===== src/rtl/spell_mem_arbiter_pkg.sv =====
// Shared definitions for the spell memory arbiter: memory type codes and the
// request bundle that gets latched onto the shared memory bus.
package spell_mem_arbiter_pkg;

   localparam logic [1:0] MemoryTypeData = 2'b00;
   localparam logic [1:0] MemoryTypeCode = 2'b01;

   typedef struct packed {
      logic [7:0] addr;
      logic [7:0] data;
      logic [1:0] mtype;
      logic       write;
   } mem_req_t;

   function automatic logic is_valid_mem_type(input logic [1:0] mtype);
      return (mtype == MemoryTypeData) || (mtype == MemoryTypeCode);
   endfunction

endpackage


===== src/rtl/spell_rr_arbiter2.sv =====
// Two-way round-robin pick. A tie goes to the port that was not granted last;
// the last-grant register only moves when the caller commits the pick.
module spell_rr_arbiter2 (
   input  logic       clock,
   input  logic       reset,
   input  logic [1:0] req,
   input  logic       advance,
   output logic       grant_valid,
   output logic       grant_idx
);

   logic last_q;
   logic last_d;

   always_comb begin
      grant_valid = |req;
      grant_idx   = 1'b0;
      case (req)
         2'b01:   grant_idx = 1'b0;
         2'b10:   grant_idx = 1'b1;
         2'b11:   grant_idx = ~last_q;
         default: grant_idx = 1'b0;
      endcase
      last_d = last_q;
      if (advance && grant_valid) begin
         last_d = grant_idx;
      end
   end

   // Port 1 counts as last granted out of reset so port 0 wins the first tie.
   always_ff @(posedge clock) begin
      if (reset) begin
         last_q <= 1'b1;
      end else begin
         last_q <= last_d;
      end
   end

endmodule


===== src/rtl/spell_mem_arbiter.sv =====
// Arbitrates two requesters onto one shared memory port: round-robin grant,
// one access in flight, per-access timeout, and an invalid-type fast error path.
module spell_mem_arbiter
   import spell_mem_arbiter_pkg::*;
#(
   parameter int TIMEOUT_CYCLES = 15
) (
   input  logic       clock,
   input  logic       reset,

   input  logic       p0_select,
   input  logic [7:0] p0_addr,
   input  logic [7:0] p0_data_in,
   input  logic [1:0] p0_memory_type,
   input  logic       p0_write,
   output logic [7:0] p0_data_out,
   output logic       p0_data_ready,
   output logic       p0_error,

   input  logic       p1_select,
   input  logic [7:0] p1_addr,
   input  logic [7:0] p1_data_in,
   input  logic [1:0] p1_memory_type,
   input  logic       p1_write,
   output logic [7:0] p1_data_out,
   output logic       p1_data_ready,
   output logic       p1_error,

   output logic       mem_select,
   output logic [7:0] mem_addr,
   output logic [7:0] mem_data_in,
   output logic [1:0] mem_memory_type,
   output logic       mem_write,
   input  logic [7:0] mem_data_out,
   input  logic       mem_data_ready
);

   typedef enum logic [1:0] {
      ST_IDLE    = 2'd0,
      ST_ACCESS  = 2'd1,
      ST_RELEASE = 2'd2
   } arb_state_e;

   localparam logic [7:0] TIMEOUT_LAST = 8'(TIMEOUT_CYCLES - 1);

   arb_state_e state_q, state_d;
   logic       gnt_q, gnt_d;
   logic [7:0] cnt_q, cnt_d;
   logic       msel_q, msel_d;
   mem_req_t   mreq_q, mreq_d;
   logic [7:0] dout_q [2];
   logic [7:0] dout_d [2];
   logic [1:0] rdy_q, rdy_d;
   logic [1:0] err_q, err_d;

   mem_req_t   port_req [2];
   logic       arb_valid;
   logic       arb_idx;
   logic       arb_advance;
   logic       sel_granted;

   spell_rr_arbiter2 u_rr (
      .clock       (clock),
      .reset       (reset),
      .req         ({p1_select, p0_select}),
      .advance     (arb_advance),
      .grant_valid (arb_valid),
      .grant_idx   (arb_idx)
   );

   always_comb begin
      port_req[0] = '{addr: p0_addr, data: p0_data_in, mtype: p0_memory_type, write: p0_write};
      port_req[1] = '{addr: p1_addr, data: p1_data_in, mtype: p1_memory_type, write: p1_write};
   end

   always_comb begin
      state_d     = state_q;
      gnt_d       = gnt_q;
      cnt_d       = cnt_q;
      msel_d      = msel_q;
      mreq_d      = mreq_q;
      dout_d      = dout_q;
      rdy_d       = rdy_q;
      err_d       = err_q;
      arb_advance = 1'b0;
      sel_granted = gnt_q ? p1_select : p0_select;

      case (state_q)
         ST_IDLE: begin
            if (arb_valid) begin
               arb_advance = 1'b1;
               gnt_d       = arb_idx;
               if (is_valid_mem_type(port_req[arb_idx].mtype)) begin
                  mreq_d  = port_req[arb_idx];
                  msel_d  = 1'b1;
                  cnt_d   = 8'd0;
                  state_d = ST_ACCESS;
               end else begin
                  rdy_d[arb_idx]  = 1'b1;
                  err_d[arb_idx]  = 1'b1;
                  dout_d[arb_idx] = 8'h00;
                  state_d         = ST_RELEASE;
               end
            end
         end

         // A dropped request wins over a same-edge memory response: the
         // requester has walked away, so nothing is reported back.
         ST_ACCESS: begin
            if (!sel_granted) begin
               msel_d  = 1'b0;
               state_d = ST_IDLE;
            end else if (mem_data_ready) begin
               msel_d = 1'b0;
               if (!mreq_q.write) begin
                  dout_d[gnt_q] = mem_data_out;
               end
               rdy_d[gnt_q] = 1'b1;
               err_d[gnt_q] = 1'b0;
               state_d      = ST_RELEASE;
            end else if (cnt_q == TIMEOUT_LAST) begin
               msel_d        = 1'b0;
               rdy_d[gnt_q]  = 1'b1;
               err_d[gnt_q]  = 1'b1;
               dout_d[gnt_q] = 8'h00;
               state_d       = ST_RELEASE;
            end else begin
               cnt_d = cnt_q + 8'd1;
            end
         end

         ST_RELEASE: begin
            msel_d = 1'b0;
            if (!sel_granted) begin
               rdy_d[gnt_q] = 1'b0;
               err_d[gnt_q] = 1'b0;
               state_d      = ST_IDLE;
            end
         end

         default: begin
            msel_d  = 1'b0;
            state_d = ST_IDLE;
         end
      endcase
   end

   always_ff @(posedge clock) begin
      if (reset) begin
         state_q   <= ST_IDLE;
         gnt_q     <= 1'b0;
         cnt_q     <= 8'd0;
         msel_q    <= 1'b0;
         mreq_q    <= '0;
         dout_q[0] <= 8'h00;
         dout_q[1] <= 8'h00;
         rdy_q     <= 2'b00;
         err_q     <= 2'b00;
      end else begin
         state_q   <= state_d;
         gnt_q     <= gnt_d;
         cnt_q     <= cnt_d;
         msel_q    <= msel_d;
         mreq_q    <= mreq_d;
         dout_q[0] <= dout_d[0];
         dout_q[1] <= dout_d[1];
         rdy_q     <= rdy_d;
         err_q     <= err_d;
      end
   end

   assign mem_select      = msel_q;
   assign mem_addr        = mreq_q.addr;
   assign mem_data_in     = mreq_q.data;
   assign mem_memory_type = mreq_q.mtype;
   assign mem_write       = mreq_q.write;

   assign p0_data_out   = dout_q[0];
   assign p0_data_ready = rdy_q[0];
   assign p0_error      = err_q[0];
   assign p1_data_out   = dout_q[1];
   assign p1_data_ready = rdy_q[1];
   assign p1_error      = err_q[1];

endmodule


===== config.mk =====
export PLATFORM = sky130hd
export DESIGN_NAME = spell_mem_arbiter
export DESIGN_NICKNAME = d
export VERILOG_FILES = /design/src/rtl/spell_mem_arbiter_pkg.sv /design/src/rtl/spell_rr_arbiter2.sv /design/src/rtl/spell_mem_arbiter.sv
export SDC_FILE = /design/constraint.sdc
export NUM_CORES = 1
export LEC_CHECK = 0
export BUFFER_PORTS_ARGS = -buffer_cell sky130_fd_sc_hd__buf_2
export CAP_MARGIN = 20
export CORE_MARGIN = 2
export CORE_UTILIZATION = 54
export CTS_CLUSTER_DIAMETER = 40
export DETAILED_ROUTE_END_ITERATION = 8
export GPL_TIMING_DRIVEN = 0
export PLACE_DENSITY = 0.85
export SLEW_MARGIN = 15
export SYNTH_ARGS = -nofsm -noshare
export SYNTH_HDL_FRONTEND = slang
export SYNTH_SLANG_ARGS = --single-unit

===== constraint.sdc =====
create_clock -name clock -period 6.9 [get_ports clock]
set_input_delay 0.345 -clock clock [delete_from_list [all_inputs] [get_ports clock]]
set_output_delay 0.345 -clock clock [all_outputs]
set_load 0.01 [all_outputs]

== Word-level counts from Yosys, hierarchy flattened ==
Index checks and enable logic that the tools add are counted.

* Bits in registers: 52
* Input port bits: 51
* Logic and storage cells: 126

* Add/sub/neg operators: 1
* Magnitude comparators: 8
* Equality and inequality tests: 16
* Muxes and demuxes: 56
* Bitwise gates (word level): 14
* Reductions and logical operators: 18

{| class="wikitable"
|+ Operators with widths
! operator !! number
|-
| $mux W16 || 6
|-
| $mux W19 || 3
|-
| $mux W8 || 7
|-
| $mux W2 || 18
|-
| $and A16 B16 Y16 || 2
|-
| $not A16 Y16 || 2
|-
| $pmux W16 S2 || 1
|-
| $pmux W2 S3 || 3
|-
| $reduce_and A6 Y1 || 3
|-
| $bwmux W16 || 1
|-
| $demux W8 S1 || 2
|-
| $pmux W8 S2 || 1
|-
| $ne A2 B2 Y1 const B || 7
|-
| $mux W1 || 10
|-
| $reduce_and A3 Y1 || 3
|-
| $add A8 B1 Y8 const B || 1
|-
| $eq A8 B4 Y1 const B || 1
|-
| $or A2 B2 Y2 || 4
|-
| $eq A2 B2 Y1 const B || 3
|-
| $ne A3 B3 Y1 const B || 2
|-
| $logic_and A1 B1 Y1 || 5
|-
| $and A2 B2 Y2 || 2
|-
| $eq A2 B1 Y1 const B || 2
|-
| $ge A2 B2 Y1 const B || 2
|-
| other kinds (15) || 22
|}

== Depth between registers and ports, before layout ==
Gate-level depths: netlist of run 1.

* Word-level depth: 12
* Gate-level depth with buffers: 10
* Depth with buffers taken out: 7

== Modules after synthesis ==
Synthesis of run 1 repeated with hierarchy kept, for this count alone.

* Cell total of the unflattened synthesis: 280
* Area total of the unflattened synthesis: 2,501.1 um^2

{| class="wikitable"
|+ Modules (own cells, without submodules)
! module !! instances !! cells each !! area each (um^2) !! seq. area each (um^2)
|-
| spell_mem_arbiter || 1 || 274 || 2,444.8 || 1,021.0
|-
| spell_rr_arbiter2 || 1 || 6 || 56.3 || 20.0
|}

== Worst setup path after synthesis of run 1 ==
Ideal clock, no wire load.

* Path type: register to register
* Start: register state_q[1]
* End: register dout_q (netlist bit p1_data_out[2])
* Setup time: 92 ps
* Arrival time: 2,095 ps
* Required time: 6,808 ps
* Path slack: 4,712 ps
* Cell stages (with the launch flop): 10
* Period minus slack after synthesis: 2,188 ps
* Cells stage by stage: dfxtp_1 inv_1 ha_1 clkbuf_1 inv_1 a2bb2oi_1 nand2_1 or4b_1 buf_2 o32ai_1

* Word-level cells in the longest chain between the ends: 3

{| class="wikitable"
|+ RTL lines
! element !! RTL line !! source
|-
| start, declared || spell_mem_arbiter.sv:46 || <nowiki>arb_state_e state_q, state_d;</nowiki>
|-
| start signal, assigned || spell_mem_arbiter.sv:160 || <nowiki>state_q <= state_d;</nowiki>
|-
| $eq A2 B1 Y1 or $logic_not A2 Y1 (tied branches) || spell_mem_arbiter.sv:88 || <nowiki>case (state_q)</nowiki>
|-
| $ne A3 B3 Y1 (no source line) (tied with other cells) || - ||
|-
| $reduce_and A6 Y1 (no source line) || - ||
|-
| end, declared || spell_mem_arbiter.sv:51 || <nowiki>logic [7:0] dout_q [2];</nowiki>
|}

Parallel ways exist; a longest one is shown, timed or not.
A chain may end at the register's enable or synchronous reset.

== Worst setup path in the final report of run 1 ==
* Start: register state_q[1]
* End: register cnt_q[3]

* Word-level cells in the longest chain between the ends: 3

{| class="wikitable"
|+ RTL lines
! element !! RTL line !! source
|-
| $eq A2 B1 Y1 or $logic_not A2 Y1 (tied branches) || spell_mem_arbiter.sv:88 ||
|-
| $ne A2 B2 Y1 (no source line) or $reduce_bool A2 Y1 (tied branches) || - ||
|-
| $reduce_and A6 Y1 (no source line) || - ||
|-
| end signal, assigned || spell_mem_arbiter.sv:162 || <nowiki>cnt_q <= cnt_d;</nowiki>
|-
| end, declared || spell_mem_arbiter.sv:48 || <nowiki>logic [7:0] cnt_q, cnt_d;</nowiki>
|}

Parallel ways exist; a longest one is shown, timed or not.

==> flow_results.org, run 1 <==
** Outcome
- The run finished with clean final reports.

** Setup path
- For this run, the slowest stage of the critical path takes 510 ps.
- STA classifies the critical path endpoint as a flip-flop.
- At the worst endpoint, the required time is 7080 ps.
- The slowest stage of the critical path belongs to the cell o21ai_0.
- Peak fanout along the critical path :: 10
- Worst Setup Start Kind :: flip-flop
- Worst endpoint data arrival time :: 2940 ps
- Ordered cell list for the critical path :: inv_1 > ha_1 > clkbuf_1 > inv_1 > a2bb2oi_1 > o211ai_1 > clkbuf_1 > o21ai_0 > a21oi_1
- The worst setup path is of the reg -> reg kind.

** Logic synthesis
- Each instance of the synthesized netlist takes up on average 8.49 µm².
- Leading area contributor after synthesis :: dfxtp_1
- Number of synthesized flops with an enable pin :: 0
- Mapped cell area :: 2670 µm²
- Area fraction of the dominant cell type after synthesis :: 39.0%
- Synthesis produced a netlist with a net count of 370.
- Yosys printed 0 warnings.
- Flops & latches, synth :: 52
- Among all flip-flop cells after synthesis, the most frequent one is dfxtp_1.
- The number of different library cells used by synthesis comes to 45.
- For this run, the register share of the synthesized area comes to 39.0%.
- Synthesis handed over a netlist of 314 instances.
- Yosys attributes the largest share of cell area to dfxtp_1 (39%), mux2i_1 (9.0%), nor2_1 (5.5%).
- For this run, asynchronously set or reset flops after synthesis account for 0%.

** Pwr
- Static leakage :: 1.40 nW
- Switching component of the power :: 0.321 mW
- Combinational logic is responsible for 35.2% of the overall power.
- VDD sags by at most 148 µV.
- In this run switching power makes up 36.0% of total power.
- Pwr Density :: 269 nW/µm²
- Clock network fraction of design power :: 24.6%
- Per report_power, the sequential group accounts for 40.2% of the total.
- The internal portion of the total power is 0.570 mW.
- Total Power :: 0.891 mW

** Final layout
- Cells fill 69.7% of the core in the end.
- Total of fill cells in the finished design :: 393
- The number of antenna diodes in the final layout is 0.
- Layout cells sized above 1 :: 25.5%
- # nets final :: 466
- The library cell used most frequently in the layout, excluding fill and tap cells, is buf_2.
- Area grow syn2layout :: 24.3%
- The library cells used most frequently in the layout, excluding fill and tap cells, are buf_2 (91), dfxtp_1 (52), nor2_1 (39), mux2i_1 (24), a21oi_1 (23).

** Routing
- Final WL :: 6820 µm
- Post-route antenna net violation count :: 0
- The first detailed-routing pass ran for 4 iterations.
- Via density per instance :: 5.68
- Vias after detailed routing :: 2717
- After detailed routing, the number of remaining DRC violations is 0.
- The first routing iteration left 263 violations.
- In the final routed layout, each cell accounts on average for 14.3 µm.

** Floorplanning
- Die Y :: 74.3 µm
- Die width :: 74.3 µm
- For this configuration, the core starts out at a cell density of 56.1%.
- Area enclosed by the die boundary :: 5520 µm²
- Row generation in the floorplan step produced 25 rows.
- Core area :: 4750 µm²
- Count of boundary I/O pins :: 91

** Clocking
- The tree is rooted in a clkbuf_8.
- Quantity of hold-fixing buffers added after cts :: 0
- Clock-pin slew was measured on the worst setup and hold paths at 100 ps.
- TritonCTS built the clock tree.
- Sink Count :: 52
- CTS Buf Count :: 5
- Clk_lat worst skew :: 310 ps
- Post-CTS setup repair buffer count :: 0
- In this run the number of H-tree levels came out at 2.
- Clock buffer depth :: 2
- Cts repair resizes :: 0

** STA
- Final Setup Violations :: 0
- The number of pins with negative max-slew slack in the final report came to 0.
- Across the routed clock network, the largest skew measured is 7.73 ps.
- In this run the tightest slew margin relative to its limit is 50.1%.
- Final hold analysis gives a worst-case slack of 297 ps.
- Final critical-path share of the clock period :: 40.0%
- Static timing analysis puts the maximum clock frequency at 0.362 GHz.
- Final min period :: 2760 ps
- Total negative slack for setup checks :: 0 ps
- Final Hold Violating Endpoints :: 0
- Setup repair after global routing left no endpoint under its margin.
- Slew at the pin closest to its max-slew limit :: 746 ps

** GRT
- The first global-routing pass estimated 11100 µm of wire.
- The initial antenna violation count came to 0.
- Final global-route overflow total :: 0
- Global routing used 25.6% of the available tracks.
- Number of global-route vias before repair :: 2400
- Entering global routing, the biggest net connects 19 pins.

** Placement
- The HPWL after detailed placement is 5160 µm.
- The congestion estimate from routability-driven global placement came to 0.864.
- Port buffering added 89 buffers.

** Worst hold path
- Worst hold path type :: in -> reg

** Job
- Across the run, the number of max-cap violations was 0.
kinds of logic (layout without fill, tap and decap cells):
group | after synthesis | in the layout | share of synthesized area (%)
buffers and inverters | 39 | 136 | 5.73
and+or+nand+nor | 105 | 105 | 20.1
DFF | 52 | 52 | 39.0
AOI/OAI and AO/OA | 88 | 88 | 23.3
muxes | 25 | 25 | 9.43
adders and majority gates | 5 | 5 | 2.35
sequential cells by signal, summed over array words and instances (netlist names):
name / flops
mem_addr: 8
p0_data_out: 8
mem_write: 1
mem_data_in: 8
gnt_q: 1
rdy_q: 2
mem_select: 1
cnt_q: 8
p1_data_out: 8
err_q: 2
u_rr.last_q: 1
mem_memory_type: 2
state_q: 2
area by class of cell:
class	count	area [µm²]	area share, %
flip-flops and latches	52	1040	31.4
inverters	16	60.1	1.81
clock inverters	3	50.0	1.51
repair buffers	89	445	13.4
well taps	67	83.8	2.53
clock buffers	5	68.8	2.08
multi-input cells	223	1470	44.4
plain buffers	23	92.6	2.79
metal layers:
metal  vias up  wire [µm]  track usage (%)
li1       1355          -                -
met3         8        669             7.18
met4         0         78             7.14
met2       137       3040             39.6
met5         -          0                0
met1      1217       3030             35.3
through the flow:
step                area [µm²]  instances  setup slack (ps)
detailed placement        3200        470              4220
floorplan                 2670        314              4710
global placement          3200        470              4310
finish                    3310        478              4140
CTS                       3310        478              4200
global route              3310        478              3840
worst paths after layout:
kind	cells past startpoint	endpoint	slack, ps	from
worst max-delay path	9	cnt_q[3]	4140	state_q[1]
worst min-delay path	3	p1_data_out[0]	300	mem_data_out[0]
worst max register to register	9	cnt_q[3]	4140	state_q[1]
worst min register to register	2	p1_data_out[4]	480	p1_data_out[4]
synth_stat cells (all sizes together), types with 2 or more instances:
library cell	n
o211ai	4
inv	16
nand2b	4
nor2	39
o21ai	7
a211oi	19
nand3	3
buf	8
mux2i	24
ha	5
o31ai	5
a21oi	23
o32ai	8
nand2	19
a22oi	3
nand4	3
nor2b	3
o22ai	3
clkbuf	15
dfxtp	52
nor4b	2
nor4	8
or4	6
a221oi	8
nor3	9
a21boi	2
power by group through the flow:
stage	Clock, mW	Sequential (mW)	Combinational [mW]
after floorplan	0	0.377	0.200
after global placement	0	0.364	0.302
after detailed placement	0	0.364	0.310
after CTS	0.223	0.358	0.310
after global routing	0.234	0.362	0.349
final	0.219	0.358	0.313
worst max-delay path: cells and delay by family (launching register included):
kind / cells / cell delay, ps
AOI/OAI and AO/OA: 4 / 1220
adders and majority gates: 1 / 150
buffers and inverters: 4 / 930
DFF: 1 / 330
No activity file was read; power rests on OpenSTA's default activity.
==> run 2, diff against run 1 <==
Settings changed: ABC_AREA set to 1, CORE_UTILIZATION 54 to 47, PLACE_DENSITY 0.85 to 0.77.
Clock period 6.9 ns to 2.2 ns, I/O delays scaled along.
==> run 2 against run 1 <==
  * Count of clock-buffer cells in the layout increased by 1
  * Wire length increased by 26%
  * Clock power increased to 2.6 times the previous value
  * Cell area increased by 9.5%
==> flow_results.org, run 2 <==
** Setup path
- Count of buffering cells on the critical path with inverters included :: 3
- The slowest stage of the critical path is the nand4_1 cell.
- The critical path is of the reg -> reg type.
- Required time at the endpoint of the critical path :: 2440 ps
- Cell class contributing the biggest share of worst-path delay :: simple AND/OR/NAND/NOR gates
- Traced cell by cell, the critical path runs through inv_1 > ha_1 > buf_2 > nand2_1 > nor2_1 > inv_2 > nand4_1 > nand2_1 > a21oi_1.
- Peak fanout along the critical path :: 9
- Crit. End Element :: flip-flop
- Worst Setup Start Kind :: flip-flop
- Worst endpoint data arrival time :: 2240 ps
- Cell repeated most along the worst path :: nand2_1
- Critical Path Max Stage Delay :: 340 ps

** Job
- Max-capacitance violation count :: 0

** Routing
- Post-route antenna net violation count :: 0
- Total iterations of the first detailed-routing run :: 5
- The routed layout has 3512 vias.
- For this block, the routed nets add up to 8620 µm of wire.
- Average detailed-routed wire length per instance :: 13.4 µm
- DRC errors left :: 0
- Starting DRT DRC Count :: 252
- Via density per instance :: 5.45

** Clocking
- Clock slew at the register clock pins of the worst setup and hold paths :: 100 ps
- TritonCTS clock tree :: built
- Counting the buffers created by CTS gives 5.
- H-Tree Depth :: 2
- Quantity of hold-fixing buffers added after cts :: 0
- Clk_lat worst skew :: 320 ps
- Clock buffer depth :: 2
- Post-CTS setup repair buffer count :: 0
- The clock net in this run drives a total of 52 sinks.
- CTS placed an instance of clkbuf_8 at the clock tree root.
- Post-CTS repair changed the size of 0 cells.

** Pwr
- Static leakage :: 1.77 nW
- IR analysis of the VDD net gives a maximum drop of 429 µV.
- Pwr Density :: 879 nW/µm²

** Final layout
- The library cells used most frequently in the layout, excluding fill and tap cells, are nand2_1 (172), buf_2 (101), nand3_1 (58), dfxtp_1 (52), a21oi_1 (32).
- # nets final :: 622
- Leaving out fill and tap cells, the most frequent cell in the layout is nand2_1.
- Layout cells sized above 1 :: 22.6%
- Utilization after layout :: 58.1%
- From synthesis to final layout, the design area changed by 21.2%.
- The repair_antennas step left the layout with diodes totalling 0.

** STA
- Final min period :: 2000 ps
- The number of pins with negative max-slew slack in the final report was 0.
- Setup violations remaining at the end of the flow were counted as 0.
- For the final database, setup skew stands at 9.05 ps.
- After routing, the total negative slack on setup checks comes to 0 ps.
- Derived from the worst setup path, the maximum achievable clock frequency is 0.501 GHz.
- At the pin with the least slew margin, the transition time is 569 ps.
- Final critical-path share of the clock period :: 90.8%
- Setup repair after global routing left no endpoint under its margin.
- Worst max-slew margin expressed relative to the limit :: 62.1%
- The tightest hold path in the finished design has a slack of 40.8 ps.
- The hold violation total from the final report is 0.

** Logic synthesis
- Portion of the post-synthesis area used by sequential elements :: 34.8%
- In this run, synthesis produced a sequential element count of 52.
- Mapped cell area :: 2990 µm²
- Primary flip-flop cell chosen by synthesis mapping :: dfxtp_1
- Area fraction of the dominant cell type after synthesis :: 34.8%
- Summed over all instances, the cell type with the most area after synthesis is dfxtp_1.
- Number of synthesized flops with an enable pin :: 0
- Proportion of synthesized flip-flops having asynchronous set or reset :: 0%
- Mean post-synth cell area :: 6.38 µm²
- Synthesis produced a netlist with a net count of 525.
- The Yosys step of the flow raised 0 warnings.
- Counting distinct cell types in the post-synthesis netlist gives 28.
- Instance count of the mapped netlist :: 469
- Leading cell types by total area after synthesis :: dfxtp_1 (35%), nand2_1 (22%), nand3_1 (9.7%)
- Top cells by count, synth :: nand2_1 (172), nand3_1 (58), dfxtp_1 (52)
- nand2_1 is the most common cell in the netlist.

** Worst hold path
- The path class of the tightest hold or removal check is in -> reg.

** Floorplanning
- In this run the standard cell core region covers 6240 µm².
- Std-Cell Rows :: 29
- Count of boundary I/O pins :: 91
- The initial utilization of the core area, before any placement, comes to 48.0%.
- From left edge to right edge, the die measures 83.8 µm.
- Area enclosed by the die boundary :: 7020 µm²
- Die Y :: 83.8 µm

** Placement
- Number of input and output port buffers inserted :: 90
- Once detailed placement completed, the half-perimeter wirelength came to 6390 µm.
- The congestion estimate from routability-driven global placement came to 0.890.

** GRT
- Total Routing Usage GR :: 24.6%
- Entering global routing, the biggest net connects 17 pins.
- First-pass GRT wire length :: 14600 µm
- The number of global-route vias before repair was 3244.
- Antenna violations before repair :: 0
- After global routing the overflow that remains totals 0.

** Outcome
- The flow ran to the end, and the final reports show no timing, DRC or antenna violations.
run 2: cell types whose count changed in the layout (fill, tap and decap cells not counted), moves of 10 or more:
cell / delta
mux2i_1: -24
nand2_1: +153
a31oi_1: +18
a211oi_1: -19
nor2_1: -21
o21ai_0: +24
nand3_1: +55
buf_2: +10
run 2: per-stage QoR:
step                      power, mW  area (µm²)  std cells  worst slack (ps)
after floorplan                2.17        2990        469               621
after global placement         2.59        3540        636               333
after detailed placement       2.62        3540        636               267
after CTS                      3.17        3630        644               226
after global routing           3.41        3630        644              24.3
final                          3.19        3630        644               203
run 2: logic make-up after synthesis:
family,count (synthesis),share of synthesized area (%)
DFF,52,34.8
adders and majority gates,5,2.09
and+or+nand+nor,271,39.8
AOI/OAI and AO/OA,85,15.2
xor gates and xnor gates,2,0.585
buffers and inverters,54,7.48
run 2: per-layer routing:
| metal | global-route usage (%) | share of wire (%) | vias up |
|---|---|---|---|
| met3 | 5.54 | 7.8 | 15 |
| met4 | 6.45 | 1.6 | 0 |
| met2 | 42.5 | 48 | 160 |
| met5 | 0 | 0 | - |
| met1 | 30.9 | 43 | 1593 |
| li1 | - | - | 1744 |
run 2: worst register-to-register path, cell delays in order, from the launching register on:
cell,delay [ps]
dfxtp_1,330
inv_1,80
ha_1,140
buf_2,200
nand2_1,110
nor2_1,290
inv_2,180
nand4_1,340
nand2_1,110
a21oi_1,150
run 2: worst paths after layout:
check,from,to,slack (ps),depth (start not counted)
worst max-delay path,state_q[1],p0_data_out[2],200,9
worst max register to register,state_q[1],p0_data_out[2],200,9
worst min-delay path,p0_data_in[1],mem_data_in[1],40,3
worst min register to register,mem_memory_type[1],mem_memory_type[1],480,2
run 2: area by class of cell:
class	instances	area (µm²)
fill	628	2610
multi-input combinational	363	1730
sequential	52	1040
timing repair buffer	90	450
inverter	30	113
buffer	24	111
tap	77	96.3
clock buffer	6	72.6
clock inverter	2	16.3
run 2: where the power goes:
part	switching, mW	leakage (nW)	internal, mW
combinational	0.978	1.30	0.465
sequential	0.0968	0.424	1.09
clock	0.333	0.0414	0.227
total	1.41	1.77	1.78
